[config.mk]
export PLATFORM = sky130hd
export DESIGN_NAME = vote_collector
export DESIGN_NICKNAME = d
export VERILOG_FILES = /design/src/rtl/vote_collector.sv
export SDC_FILE = /design/constraint.sdc
export NUM_CORES = 1
export LEC_CHECK = 0
export CAP_MARGIN = 25
export CORE_MARGIN = 2
export CORE_UTILIZATION = 44
export CTS_CLUSTER_SIZE = 10
export DETAILED_ROUTE_END_ITERATION = 10
export PLACE_DENSITY_LB_ADDON = 0.25
export SYNTH_ARGS = -nofsm -noshare
export SYNTH_HDL_FRONTEND = slang
export SYNTH_SLANG_ARGS = --single-unit
[constraint.sdc]
create_clock -name clk -period 1.8 [get_ports clk]
set_clock_uncertainty 0.2 [all_clocks]
set_input_delay 0.27 -clock clk [delete_from_list [all_inputs] [get_ports clk]]
set_output_delay 0.27 -clock clk [all_outputs]
set_load 0.01 [all_outputs]
[src/rtl/vote_collector.sv]
// Serial ballot collector feeding the n-input majority voter.
// Optional popcount/tie outputs are built when VOTE_TALLY_EN is defined.
module vote_collector #(
    parameter  int N  = 8,
    localparam int CW = $clog2(N + 1)
) (
    input  logic          clk,
    input  logic          rst,
    input  logic          in_valid,
    input  logic          in_bit,
    output logic          in_ready,
    input  logic          flush,
    output logic          out_valid,
    input  logic          out_ready,
    output logic [N-1:0]  out_x,
    output logic [7:0]    frame_cnt
`ifdef VOTE_TALLY_EN
    ,
    output logic [CW-1:0] out_ones,
    output logic          out_tie
`endif
);

    typedef enum logic {
        COLLECT = 1'b0,
        FULL    = 1'b1
    } state_t;

    state_t         state_q, state_d;
    logic [CW-1:0]  idx_q, idx_d;
    logic [N-2:0]   sbuf_q, sbuf_d;
    logic [N-1:0]   x_q, x_d;
    logic           valid_q, valid_d;
    logic [7:0]     cnt_q, cnt_d;
    logic [N-1:0]   shifted;
    logic           accept;

`ifdef VOTE_TALLY_EN
    logic [CW-1:0]  ones_q, ones_d;
    logic [CW-1:0]  oones_q, oones_d;
    logic           tie_q, tie_d;
    logic [CW-1:0]  ones_sum;
`endif

    // in_ready depends only on state and rst, never on in_valid/in_bit
    assign in_ready  = (state_q == COLLECT) && !rst;
    assign accept    = in_valid && in_ready;
    assign shifted   = {sbuf_q, in_bit};
    assign out_valid = valid_q;
    assign out_x     = x_q;
    assign frame_cnt = cnt_q;
`ifdef VOTE_TALLY_EN
    assign ones_sum  = ones_q + CW'(in_bit);
    assign out_ones  = oones_q;
    assign out_tie   = tie_q;
`endif

    always_comb begin
        state_d = state_q;
        idx_d   = idx_q;
        sbuf_d  = sbuf_q;
        x_d     = x_q;
        valid_d = valid_q;
        cnt_d   = cnt_q;
`ifdef VOTE_TALLY_EN
        ones_d  = ones_q;
        oones_d = oones_q;
        tie_d   = tie_q;
`endif
        unique case (state_q)
            COLLECT: begin
                // flush beats a coincident accept
                if (flush) begin
                    idx_d  = '0;
                    sbuf_d = '0;
`ifdef VOTE_TALLY_EN
                    ones_d = '0;
`endif
                end else if (accept) begin
                    sbuf_d = shifted[N-2:0];
                    if (idx_q == CW'(N - 1)) begin
                        x_d     = shifted;
                        valid_d = 1'b1;
                        idx_d   = '0;
                        state_d = FULL;
`ifdef VOTE_TALLY_EN
                        oones_d = ones_sum;
                        tie_d   = (2 * int'(ones_sum) == N);
                        ones_d  = '0;
`endif
                    end else begin
                        idx_d  = idx_q + 1'b1;
`ifdef VOTE_TALLY_EN
                        ones_d = ones_sum;
`endif
                    end
                end
            end
            FULL: begin
                if (valid_q && out_ready) begin
                    valid_d = 1'b0;
                    cnt_d   = cnt_q + 8'd1;
                    state_d = COLLECT;
                end
            end
            default: state_d = COLLECT;
        endcase
    end

    always_ff @(posedge clk) begin
        if (rst) begin
            state_q <= COLLECT;
            idx_q   <= '0;
            sbuf_q  <= '0;
            x_q     <= '0;
            valid_q <= 1'b0;
            cnt_q   <= '0;
`ifdef VOTE_TALLY_EN
            ones_q  <= '0;
            oones_q <= '0;
            tie_q   <= 1'b0;
`endif
        end else begin
            state_q <= state_d;
            idx_q   <= idx_d;
            sbuf_q  <= sbuf_d;
            x_q     <= x_d;
            valid_q <= valid_d;
            cnt_q   <= cnt_d;
`ifdef VOTE_TALLY_EN
            ones_q  <= ones_d;
            oones_q <= oones_d;
            tie_q   <= tie_d;
`endif
        end
    end

endmodule

==> results of run 1 <==
path summary, 6_finish.rpt:
path	start	endpoint	slack (ns)
setup reg to reg	idx_q[0]$_SDFFE_PP0P_	idx_q[3]$_SDFFE_PP0P_	0.15
setup / recovery	frame_cnt[3]$_SDFFE_PP0P_	frame_cnt[3]	0.07
hold reg to reg	out_x[2]$_SDFFE_PP0P_	out_x[2]$_SDFFE_PP0P_	0.28
hold / removal	out_x[2]$_SDFFE_PP0P_	out_x[2]$_SDFFE_PP0P_	0.28
cell type report:
| cell class | count | area [um^2] |
|---|---|---|
| Fill cell | 227 | 920 |
| Sequential cell | 29 | 589 |
| Multi-Input combinational cell | 94 | 548 |
| Timing Repair Buffer | 35 | 324 |
| Clock buffer | 7 | 65.1 |
| Tap cell | 30 | 37.5 |
| Inverter | 3 | 11.3 |
| Clock inverter | 1 | 5.00 |
metrics by stage:
step | hold slack, ns | setup slack (ns) | area [um^2] | total power [mW] | TNS [ns]
5_1_grt | 0.315 | 0.00385 | 1580 | 1.21 | 0
4_1_cts | 0.282 | 0.0114 | 1570 | 1.17 | 0
6_report | 0.281 | 0.0702 | 1580 | 1.15 | 0
2_1_floorplan | 0.218 | 0.0412 | 1170 | 0.687 | 0
3_3_place_gp | 0.257 | -0.180 | 1500 | 0.722 | -1.55
3_5_place_dp | 0.269 | -0.220 | 1500 | 0.724 | -2.03
power by group through the flow:
stage / registers [mW] / logic (mW) / clock network [mW]
after detailed placement: 0.660 / 0.0632 / 0
after global routing: 0.646 / 0.0691 / 0.496
after floorplan: 0.660 / 0.0268 / 0
after global placement: 0.660 / 0.0618 / 0
final: 0.645 / 0.0623 / 0.443
after CTS: 0.645 / 0.0625 / 0.458
state kept, by name, summed over array words and instances, names as in the netlist:
signal     count
frame_cnt      8
sbuf_q         7
out_valid      1
state_q        1
idx_q          4
out_x          8
cells in the mapped netlist:
library cell	instances
sky130_fd_sc_hd__a21oi_1	18
sky130_fd_sc_hd__a22oi_1	8
sky130_fd_sc_hd__and3b_1	1
sky130_fd_sc_hd__buf_1	2
sky130_fd_sc_hd__buf_2	1
sky130_fd_sc_hd__buf_6	1
sky130_fd_sc_hd__clkbuf_1	3
sky130_fd_sc_hd__dfxtp_1	29
sky130_fd_sc_hd__ha_1	2
sky130_fd_sc_hd__inv_1	3
sky130_fd_sc_hd__mux2_2	1
sky130_fd_sc_hd__mux2i_1	1
sky130_fd_sc_hd__nand2_1	7
sky130_fd_sc_hd__nand2b_1	1
sky130_fd_sc_hd__nand3_1	11
sky130_fd_sc_hd__nand3b_1	2
sky130_fd_sc_hd__nand4_1	2
sky130_fd_sc_hd__nor2_1	13
sky130_fd_sc_hd__nor2b_1	1
sky130_fd_sc_hd__nor3b_2	1
sky130_fd_sc_hd__nor4_1	1
sky130_fd_sc_hd__o21ai_0	11
sky130_fd_sc_hd__o21bai_1	1
sky130_fd_sc_hd__o311ai_0	1
sky130_fd_sc_hd__o31ai_1	2
sky130_fd_sc_hd__or3_1	3
sky130_fd_sc_hd__or3b_1	1
sky130_fd_sc_hd__or4_1	3
sky130_fd_sc_hd__xnor2_1	1
sky130_fd_sc_hd__xor2_1	1
cell families after synthesis:
group	after synthesis	synth area share (%)
xor gates and xnor gates	2	1.49
AOI/OAI and AO/OA	41	20.1
adders and majority gates	2	2.13
DFF	29	49.4
buffers and inverters	10	3.94
and+or+nand+nor	47	21.1
muxes	2	1.81
routing by layer:
layer / vias up / global-route usage [%] / share of wire [%]
met2: 30 / 31.6 / 50
met1: 515 / 19.6 / 42
met5: - / 0 / 0
li1: 550 / - / -
met3: 8 / 7.44 / 5.0
met4: 0 / 10.5 / 2.5
repair_timing:
| item | CTS | global route |
|---|---|---|
| hold buffers | 0 | 0 |
| cloned | 0 | 0 |
| setup endpoints to repair | 2 | 7 |
| resized for setup | 3 | 7 |
==> flow_summary.rst, run 1 <==
.. list-table::
   :header-rows: 1

   * - Metric
     - Value
   * - Count of antenna diodes in the layout
     - 0
   * - Most common library cell in the layout ignoring fill and taps
     - sky130_fd_sc_hd__dfxtp_1
   * - Antenna violations before repair
     - 0
   * - Post-Syn Area
     - about 1200 um^2
   * - Most frequent cells in the layout
     - 22 x sky130_fd_sc_hd__dfxtp_1, 20 x sky130_fd_sc_hd__clkdlybuf4s50_1, 18 x sky130_fd_sc_hd__a21oi_1
   * - Number of register bits inferred by synthesis
     - 29
   * - Net switching power of the design
     - 0.252 mW
   * - Critical path data required time
     - 1.33 ns
   * - First-pass GRT wire length
     - between 4 and 5 mm
   * - Yosys synthesis warning count
     - 0
   * - Cell variety after synth
     - 30
   * - DR vias
     - 1,103
   * - Run status
     - completed
   * - Count of routing violations after the opening detailed-route iteration
     - 18
   * - Synthesized Nets
     - around 140
   * - Nets@finish
     - between 150 and 200
   * - Clock insertion delay at the later pin of the skew report
     - about 0.32 ns
   * - Library cell occupying the most area in the post-synthesis netlist
     - sky130_fd_sc_hd__dfxtp_1
   * - Actual slew at the worst max-slew pin
     - 0.311 ns
   * - Number of H-tree levels
     - 2
   * - Part of the power in combinational logic
     - roughly 5.4%
   * - Slowest cell on crit path
     - sky130_fd_sc_hd__clkdlybuf4s50_1
   * - Final setup violating endpoints
     - 0
   * - Overall routed net length
     - between 2 and 3 mm
   * - Number of maximum-capacitance constraint violations
     - 0
   * - Length in cells of the worst reg-to-reg path
     - 4
   * - Final worst-path cycle share
     - a little over nine tenths
   * - Max incr delay on CP
     - ~0.55 ns
   * - Routability-driven placement congestion ratio
     - 0.763
   * - Reg power frac
     - roughly 56%
   * - Headroom to the max-slew limit
     - a little under 80%
   * - Upper clock frequency limit
     - between 0.5 and 0.6 GHz
   * - Per-cell via count in the routed design
     - 5.54
   * - Cell types occupying the most area after synthesis
     - sky130_fd_sc_hd__dfxtp_1 49%, sky130_fd_sc_hd__a21oi_1 7.7%, sky130_fd_sc_hd__a22oi_1 5.1%
   * - Switching part of the total
     - a little over a fifth
   * - Vertical die dimension
     - around 56 um
   * - Avg Inst Size Synth
     - 8.83 um^2
   * - Worst setup path class
     - flop to output pin
   * - DR DRC count
     - 0
   * - Worst-path cell chain
     - clkdlybuf4s50_1
   * - Fraction of synthesized cell area taken by the top area cell type
     - between 40% and 50%
   * - DP Wirelength
     - around 1.8 mm
   * - Number of buffers created by CTS
     - 5
   * - Capturing element type of the critical path
     - output pin
   * - Power per unit of standard cell area
     - 728 nW/um^2
   * - Combined buffer and inverter count along the critical path
     - 1
   * - Initial core utilization
     - a little under half
   * - Die width
     - around 56 um
   * - Maximum count of clock buffers along a single path
     - 2
   * - Final core utilization
     - between 60% and 70%
   * - Port buffer count
     - 23
   * - Leftover overflow at the end of global routing
     - 0
   * - Clock network power share
     - 38.5%
   * - Via count of the first global-routing pass
     - 1,087
   * - Shortest period the worst path allows
     - 1.73 ns
   * - Area growth syn-to-layout
     - 34.5%
   * - Number of placed instances with taps included
     - 191
   * - Post-CTS setup-driven buffer insertion count
     - 0
   * - Pin count of the biggest net entering global routing
     - 31
   * - Gate Count Post-Synth
     - around 130
   * - Critical Path Fanout Max
     - 6
   * - CTS tree
     - done
   * - Number of search-and-repair iterations in the first detailed-routing pass
     - 4
   * - Final-report hold violation count
     - 0
   * - Layout cells sized above 1
     - roughly 17%
   * - Rows
     - 18
   * - Number of cells in the finished layout apart from fillers
     - 199
   * - Startpoint class of the critical path
     - flop
   * - Clock transition at the registers of the reported paths
     - roughly 0.09 ns
   * - Internal power contribution
     - between 0.8 and 0.9 mW
   * - Number of cells on the critical path
     - 1
   * - GR Util All Layers
     - 18.7%
   * - Arrival time at the worst endpoint
     - ~1.3 ns
   * - IO Pins
     - 24
   * - Wire per inst
     - around 13 um
   * - Hold depth
     - 2
   * - IR drop worst, VDD
     - between 0.5 and 0.6 mV
   * - Sink count of the clock tree
     - 29
   * - Die Footprint
     - 3100 um^2
   * - Sequential area share after synthesis
     - between 40% and 50%
   * - Core ar.
     - ~2500 um^2
   * - Cell family with the largest share of critical-path delay
     - buffers and inverters
   * - Setup repair after global routing missed its margin
     - false
   * - Final Max Tran Viols
     - 0
   * - Buffer cell driving the clock tree root
     - sky130_fd_sc_hd__clkbuf_4
   * - Path class of the lowest-slack min-delay path
     - flop to flop
   * - Final antenna-violating net count
     - 0
   * - Leak
     - around 0.6 nW
Note: power is estimated with default switching activity, not from simulation.
==> inputs of run 2 (changes only) <==
--- a/config.mk
+++ b/config.mk
@@ -8,9 +8,11 @@
 export CAP_MARGIN = 25
 export CORE_MARGIN = 2
 export CORE_UTILIZATION = 44
+export CTS_CLUSTER_DIAMETER = 120
 export CTS_CLUSTER_SIZE = 10
 export DETAILED_ROUTE_END_ITERATION = 10
 export PLACE_DENSITY_LB_ADDON = 0.25
+export SETUP_SLACK_MARGIN = 0.5
 export SYNTH_ARGS = -nofsm -noshare
 export SYNTH_HDL_FRONTEND = slang
 export SYNTH_SLANG_ARGS = --single-unit
==> flow_summary.rst, run 2 (synthesized netlist as in run 1, its figures left out) <==
.. list-table::
   :header-rows: 1

   * - Metric
     - Value
   * - Final setup violating endpoints
     - 0
   * - Clock insertion delay at the later pin of the skew report
     - between 0.3 and 0.4 ns
   * - Power per unit of standard cell area
     - 674 nW/um^2
   * - CTS tree
     - done
   * - Final worst-path cycle share
     - between 80% and 90%
   * - Number of search-and-repair iterations in the first detailed-routing pass
     - 4
   * - DR vias
     - ~1.3k
   * - Run status
     - completed
   * - Internal power contribution
     - ~1.0 mW
   * - GR Util All Layers
     - between 20% and 30%
   * - DP Wirelength
     - 1.77 mm
   * - Startpoint class of the critical path
     - flop
   * - Worst setup path class
     - flop to flop
   * - Area growth syn-to-layout
     - 61.9%
   * - Shortest period the worst path allows
     - between 1.5 and 2 ns
   * - Leftover overflow at the end of global routing
     - 0
   * - Initial core utilization
     - a little under half
   * - Post-placement worst setup slack
     - -0.218 ns
   * - Core ar.
     - about 2500 um^2
   * - Max incr delay on CP
     - approximately 0.44 ns
   * - Reg2reg end
     - idx_q[3]$_SDFFE_PP0P_
   * - Wire per inst
     - between 15 and 20 um
   * - Layout cells sized above 1
     - between 50 and 60%
   * - Buffer cell driving the clock tree root
     - sky130_fd_sc_hd__clkbuf_4
   * - Routability-driven placement congestion ratio
     - 0.753
   * - Leak
     - between 0.7 and 0.8 nW
   * - Headroom to the max-slew limit
     - between 70% and 80%
   * - Port buffer count
     - 23
   * - Part of the power in combinational logic
     - ~6.2%
   * - Actual slew at the worst max-slew pin
     - slightly above 0.4 ns
   * - Final-report hold violation count
     - 0
   * - IO Pins
     - 24
   * - Rows
     - 18
   * - Critical path data required time
     - approximately 1.9 ns
   * - Most frequent cells in the layout
     - 22 x sky130_fd_sc_hd__buf_4, 17 x sky130_fd_sc_hd__buf_6, 15 x sky130_fd_sc_hd__a21oi_1, 15 x sky130_fd_sc_hd__dfxtp_2, 12 x sky130_fd_sc_hd__nor2_1
   * - Upper clock frequency limit
     - roughly 0.63 GHz
   * - Vertical die dimension
     - ~56 um
   * - Worst setup margin
     - around 0.20 ns
   * - Combined buffer and inverter count along the critical path
     - 0
   * - Via count of the first global-routing pass
     - about 1.1k
   * - Antenna violations before repair
     - 0
   * - IR drop worst, VDD
     - a little over 0.6 mV
   * - Pin count of the biggest net entering global routing
     - 31
   * - Number of buffers created by CTS
     - 5
   * - Maximum count of clock buffers along a single path
     - 2
   * - Number of maximum-capacitance constraint violations
     - 0
   * - Critical Path Fanout Max
     - 6
   * - Sink count of the clock tree
     - 29
   * - Clock transition at the registers of the reported paths
     - 0.09 ns
   * - Die Footprint
     - 3100 um^2
   * - Net switching power of the design
     - roughly 0.28 mW
   * - Reg power frac
     - 49.8%
   * - Final Max Tran Viols
     - 0
   * - Switching part of the total
     - about 22%
   * - Die width
     - between 50 and 60 um
   * - Cell family with the largest share of critical-path delay
     - simple AND/OR/NAND/NOR gates
   * - Startpoint of the worst hold path
     - rst
   * - Capturing element type of the critical path
     - flop
   * - Length in cells of the worst reg-to-reg path
     - 3
   * - Overall routed net length
     - ~3.5 mm
   * - Nets@finish
     - between 150 and 200
   * - Setup repair after global routing missed its margin
     - true
   * - Count of antenna diodes in the layout
     - 0
   * - Per-cell via count in the routed design
     - 5.77
   * - Arrival time at the worst endpoint
     - 1.69 ns
   * - Worst setup slack for register-to-register paths
     - around 0.20 ns
   * - Hold depth
     - 3
   * - Slowest cell on crit path
     - sky130_fd_sc_hd__or4_1
   * - Final antenna-violating net count
     - 0
   * - Number of H-tree levels
     - 2
   * - Count of routing violations after the opening detailed-route iteration
     - 49
   * - Cts-stage hold buffer count
     - 0
   * - First-pass GRT wire length
     - 4.84 mm
   * - Hold Path End
     - sbuf_q[5]$_SDFFE_PP0P_
   * - Final TNS setup
     - 0 ns
   * - Critical R2R Launch
     - state_q$_SDFF_PP0_
   * - Final core utilization
     - 76.1%
   * - Clock network power share
     - a little over two fifths
   * - Path class of the lowest-slack min-delay path
     - input port to flop
   * - DR DRC count
     - 0
   * - Most common library cell in the layout ignoring fill and taps
     - sky130_fd_sc_hd__buf_4
   * - Worst-path cell chain
     - or3b_4, or4_1, a21oi_2
[run 2: worst max-delay path by stage]
stage	from	end	slack [ns]	cells past startpoint
after global routing	idx_q[0]$_SDFFE_PP0P_	idx_q[3]$_SDFFE_PP0P_	0.15	4
after global placement	in_valid	idx_q[3]$_SDFFE_PP0P_	-0.18	4
after floorplan	state_q$_SDFF_PP0_	idx_q[3]$_SDFFE_PP0P_	0.1	5
final	state_q$_SDFF_PP0_	idx_q[3]$_SDFFE_PP0P_	0.20	3
after CTS	state_q$_SDFF_PP0_	idx_q[3]$_SDFFE_PP0P_	0.26	3
after detailed placement	in_valid	idx_q[3]$_SDFFE_PP0P_	-0.22	4
[run 2: layer usage]
layer,share of wire [%],vias to the layer above,GRT usage (%)
li1,-,594,-
met1,41,612,23.6
met2,52,36,32.8
met3,5.0,10,6.51
met4,1.8,0,9.41
met5,0,-,0
[run 2: power by group through the flow]
stage          combinational [mW]  sequential, mW  clock (mW)
4_1_cts                    0.0602           0.640       0.567
5_1_grt                    0.0848           0.639       0.603
3_5_place_dp               0.0575           0.659           0
6_report                   0.0790           0.638       0.564
3_3_place_gp               0.0572           0.659           0
2_1_floorplan              0.0293           0.658           0
[run 2: per-stage QoR]
| stage | total power, mW | cell area (um^2) | hold slack [ns] | cells |
|---|---|---|---|---|
| finish | 1.28 | 1900 | 0.260 | 217 |
| global route | 1.33 | 1900 | 0.276 | 217 |
| CTS | 1.27 | 1700 | 0.248 | 213 |
| detailed placement | 0.717 | 1510 | 0.267 | 192 |
| global placement | 0.716 | 1510 | 0.262 | 192 |
| floorplan | 0.688 | 1190 | 0.218 | 133 |
[run 2: cell type report]
| class | count | area (um^2) |
|---|---|---|
| timing repair buffer | 53 | 450 |
| multi-input combinational | 94 | 699 |
| sequential | 29 | 618 |
| fill | 173 | 598 |
| inverter | 3 | 11.3 |
| tap | 30 | 37.5 |
| clock buffer | 7 | 55.1 |
| clock inverter | 1 | 30.0 |
[run 2: worst min-delay path: stages]
cell	delay, ns
sky130_fd_sc_hd__dlymetal6s2s_1	0.14
sky130_fd_sc_hd__buf_4	0.24
sky130_fd_sc_hd__nor2_1	0.11
[run 2: what timing repair did]
| item | in CTS | in global routing |
|---|---|---|
| setup buffers | 13 | 3 |
| gates cloned | 0 | 1 |
| endpoints found under the setup margin | 47 | 40 |
| resized for setup | 112 | 51 |
| hold endpoints to repair | 0 | 0 |
| pin swaps | 6 | 7 |
==> inputs of run 3 (changes only) <==
--- a/config.mk
+++ b/config.mk
@@ -6,9 +6,7 @@
 export NUM_CORES = 1
 export LEC_CHECK = 0
 export CAP_MARGIN = 25
-export CORE_MARGIN = 2
 export CORE_UTILIZATION = 44
-export CTS_CLUSTER_DIAMETER = 120
 export CTS_CLUSTER_SIZE = 10
 export DETAILED_ROUTE_END_ITERATION = 10
 export PLACE_DENSITY_LB_ADDON = 0.25
==> constraint.sdc (replaced) <==
create_clock -name clk -period 1.8 [get_ports clk]
set_clock_uncertainty 0.2 [all_clocks]
set_input_delay 0.36 -clock clk [delete_from_list [all_inputs] [get_ports clk]]
set_output_delay 0.36 -clock clk [all_outputs]
set_load 0.01 [all_outputs]
==> flow_summary.rst, run 3 (synthesized netlist as in run 1, its figures left out) <==
.. list-table::
   :header-rows: 1

   * - Metric
     - Value
   * - Number of H-tree levels
     - 2
   * - Capturing element type of the critical path
     - flop
   * - Final Power
     - between 1 and 1.5 mW
   * - Critical path data required time
     - between 1.5 and 2 ns
   * - Nets@finish
     - ~190
   * - IR drop worst, VDD
     - about 0.56 mV
   * - Core ar.
     - between 2000 and 2500 um^2
   * - Die Footprint
     - a little under 3000 um^2
   * - DP Wirelength
     - 1.71 mm
   * - DR DRC count
     - 0
   * - Top routing layer used
     - met4
   * - Headroom to the max-slew limit
     - 78.6%
   * - CTS tree
     - done
   * - Post-placement worst setup slack
     - -0.300 ns
   * - Maximum count of clock buffers along a single path
     - 2
   * - Worst setup margin
     - a little under 0.2 ns
   * - Critical Path Fanout Max
     - 6
   * - Arrival time at the worst endpoint
     - around 1.6 ns
   * - Number of cells in the finished layout apart from fillers
     - around 220
   * - Clock insertion delay at the later pin of the skew report
     - just over 0.3 ns
   * - Cell repeated most along the worst path
     - sky130_fd_sc_hd__buf_6
   * - Die width
     - 53.7 um
   * - Leftover overflow at the end of global routing
     - 0
   * - Via count of the first global-routing pass
     - between 1k and 1.5k
   * - Area of the multi-input gates
     - 706 um^2
   * - Reg power frac
     - around 59%
   * - Number of maximum-capacitance constraint violations
     - 0
   * - Number of search-and-repair iterations in the first detailed-routing pass
     - 4
   * - Metal-1 WL
     - 1.43 mm
   * - Most frequent cells in the layout
     - 26 x sky130_fd_sc_hd__buf_6, 20 x sky130_fd_sc_hd__buf_4, 16 x sky130_fd_sc_hd__a21oi_1
   * - Clock transition at the registers of the reported paths
     - about 0.080 ns
   * - Clock network power share
     - between 30% and 40%
   * - IO Pins
     - 24
   * - Startpoint class of the critical path
     - flop
   * - Internal power contribution
     - 0.824 mW
   * - Shortest period the worst path allows
     - around 1.6 ns
   * - Final setup violating endpoints
     - 0
   * - Actual slew at the worst max-slew pin
     - ~0.32 ns
   * - Part of the power in combinational logic
     - between 7 and 8%
   * - Worst-path cell chain
     - ha_4, buf_4, buf_6, nand3b_1, buf_6, o21ai_2, a21oi_1
   * - Sink count of the clock tree
     - 29
   * - Leak
     - around 0.72 nW
   * - Max incr delay on CP
     - 0.35 ns
   * - First-pass GRT wire length
     - between 4 and 5 mm
   * - Overall routed net length
     - about 3.3 mm
   * - Vertical die dimension
     - approximately 54 um
   * - Area growth syn-to-layout
     - 63.2%
   * - Net switching power of the design
     - about 0.26 mW
   * - Routability-driven placement congestion ratio
     - roughly 0.74
   * - Power per unit of standard cell area
     - 564 nW/um^2
   * - Fill cell instance count of the final layout
     - 158
   * - Detailed route wirelength on metal3
     - about 110 um
   * - Cell family with the largest share of critical-path delay
     - buffers and inverters
   * - Run status
     - completed
   * - Pin count of the biggest net entering global routing
     - 31
   * - Antenna violations before repair
     - 0
   * - Number of placed instances with taps included
     - approximately 190
   * - Rows
     - 18
   * - GR Util All Layers
     - 24.3%
   * - Final Max Tran Viols
     - 0
   * - Final-report hold violation count
     - 0
   * - Path class of the lowest-slack min-delay path
     - flop to flop
   * - Slowest cell on crit path
     - sky130_fd_sc_hd__dfxtp_2
   * - Final worst-path cycle share
     - around nine tenths
   * - Layout cells sized above 1
     - a little over half
   * - Worst setup path class
     - flop to flop
   * - Initial core utilization
     - a little under half
   * - Number of buffers created by CTS
     - 5
   * - Port buffer count
     - 23
   * - Upper clock frequency limit
     - roughly 0.62 GHz
   * - Count of routing violations after the opening detailed-route iteration
     - 33
   * - Per-cell via count in the routed design
     - roughly 5.5
   * - Final core utilization
     - between 70% and 80%
   * - Total length of routed met2 wires
     - roughly 1.8 mm
   * - Setup repair after global routing missed its margin
     - true
   * - Most common library cell in the layout ignoring fill and taps
     - sky130_fd_sc_hd__buf_6
   * - Fin Hold WS
     - ~0.27 ns
   * - Count of antenna diodes in the layout
     - 0
   * - Combined buffer and inverter count along the critical path
     - 3
   * - Buffer cell driving the clock tree root
     - sky130_fd_sc_hd__clkbuf_4
   * - Wire per inst
     - 15.4 um
   * - Final antenna-violating net count
     - 0
   * - Switching part of the total
     - 23.8%
   * - DR vias
     - between 1k and 1.5k
   * - Area of all sequential standard cells
     - between 600 and 700 um^2
-- run 3: cell count changes in the layout (fill, tap and decap cells not counted), moves of 2 or more --
cell / change
sky130_fd_sc_hd__or4_1: +2
sky130_fd_sc_hd__buf_2: -8
sky130_fd_sc_hd__o21ai_1: -4
sky130_fd_sc_hd__or4_4: -2
sky130_fd_sc_hd__buf_4: -2
sky130_fd_sc_hd__o21ai_0: +2
sky130_fd_sc_hd__clkbuf_1: +2
sky130_fd_sc_hd__buf_6: +9
-- run 3: layer usage --
layer	GRT usage [%]	up-vias
met1	29.5	572
met5	0	-
met3	7.06	4
met2	40.5	26
met4	8.33	0
li1	-	591
-- run 3: worst min-delay path: cells and delay by family (launching register included) --
family,cells,cell delay (ns)
compound gates,2,0.10
flops,1,0.33
-- run 3: cell type report --
cell class                 instances  share of cell area (%)
inverter                           3                   0.587
timing repair buffer              52                    25.7
multi-input combinational         94                    36.8
clock buffer                       8                    2.55
tap                               30                    1.96
sequential                        29                    32.4
-- run 3: per-stage QoR --
stage	TNS, ns	cell area (um^2)
2_1_floorplan	0	1190
3_3_place_gp	-2.90	1490
3_5_place_dp	-3.44	1490
4_1_cts	0	1780
5_1_grt	0	1920
6_report	0	1920
-- run 3: worst paths after layout --
path                              start                     to  slack, ns  cells past startpoint
hold reg to reg   out_x[4]$_SDFFE_PP0P_  out_x[4]$_SDFFE_PP0P_       0.27                      2
hold / removal    out_x[4]$_SDFFE_PP0P_  out_x[4]$_SDFFE_PP0P_       0.27                      2
setup / recovery  idx_q[1]$_SDFFE_PP0P_  out_x[3]$_SDFFE_PP0P_       0.20                      7
setup reg to reg  idx_q[1]$_SDFFE_PP0P_  out_x[3]$_SDFFE_PP0P_       0.20                      7
-- run 3: repair_timing --
action                     4_1_cts  5_1_grt
setup endpoints to repair       47       46
gates resized for setup        141       26
gates cloned                     1        0
buffers inserted                14        4
pin swaps                        9        6
hold buffers                     0        0
-- run 3: power groups by stage --
stage	registers (mW)	clock network (mW)	logic, mW
6_report	0.637	0.364	0.0807
5_1_grt	0.637	0.400	0.0850
4_1_cts	0.638	0.367	0.0659
3_5_place_dp	0.659	0	0.0580
3_3_place_gp	0.659	0	0.0571
2_1_floorplan	0.658	0	0.0293
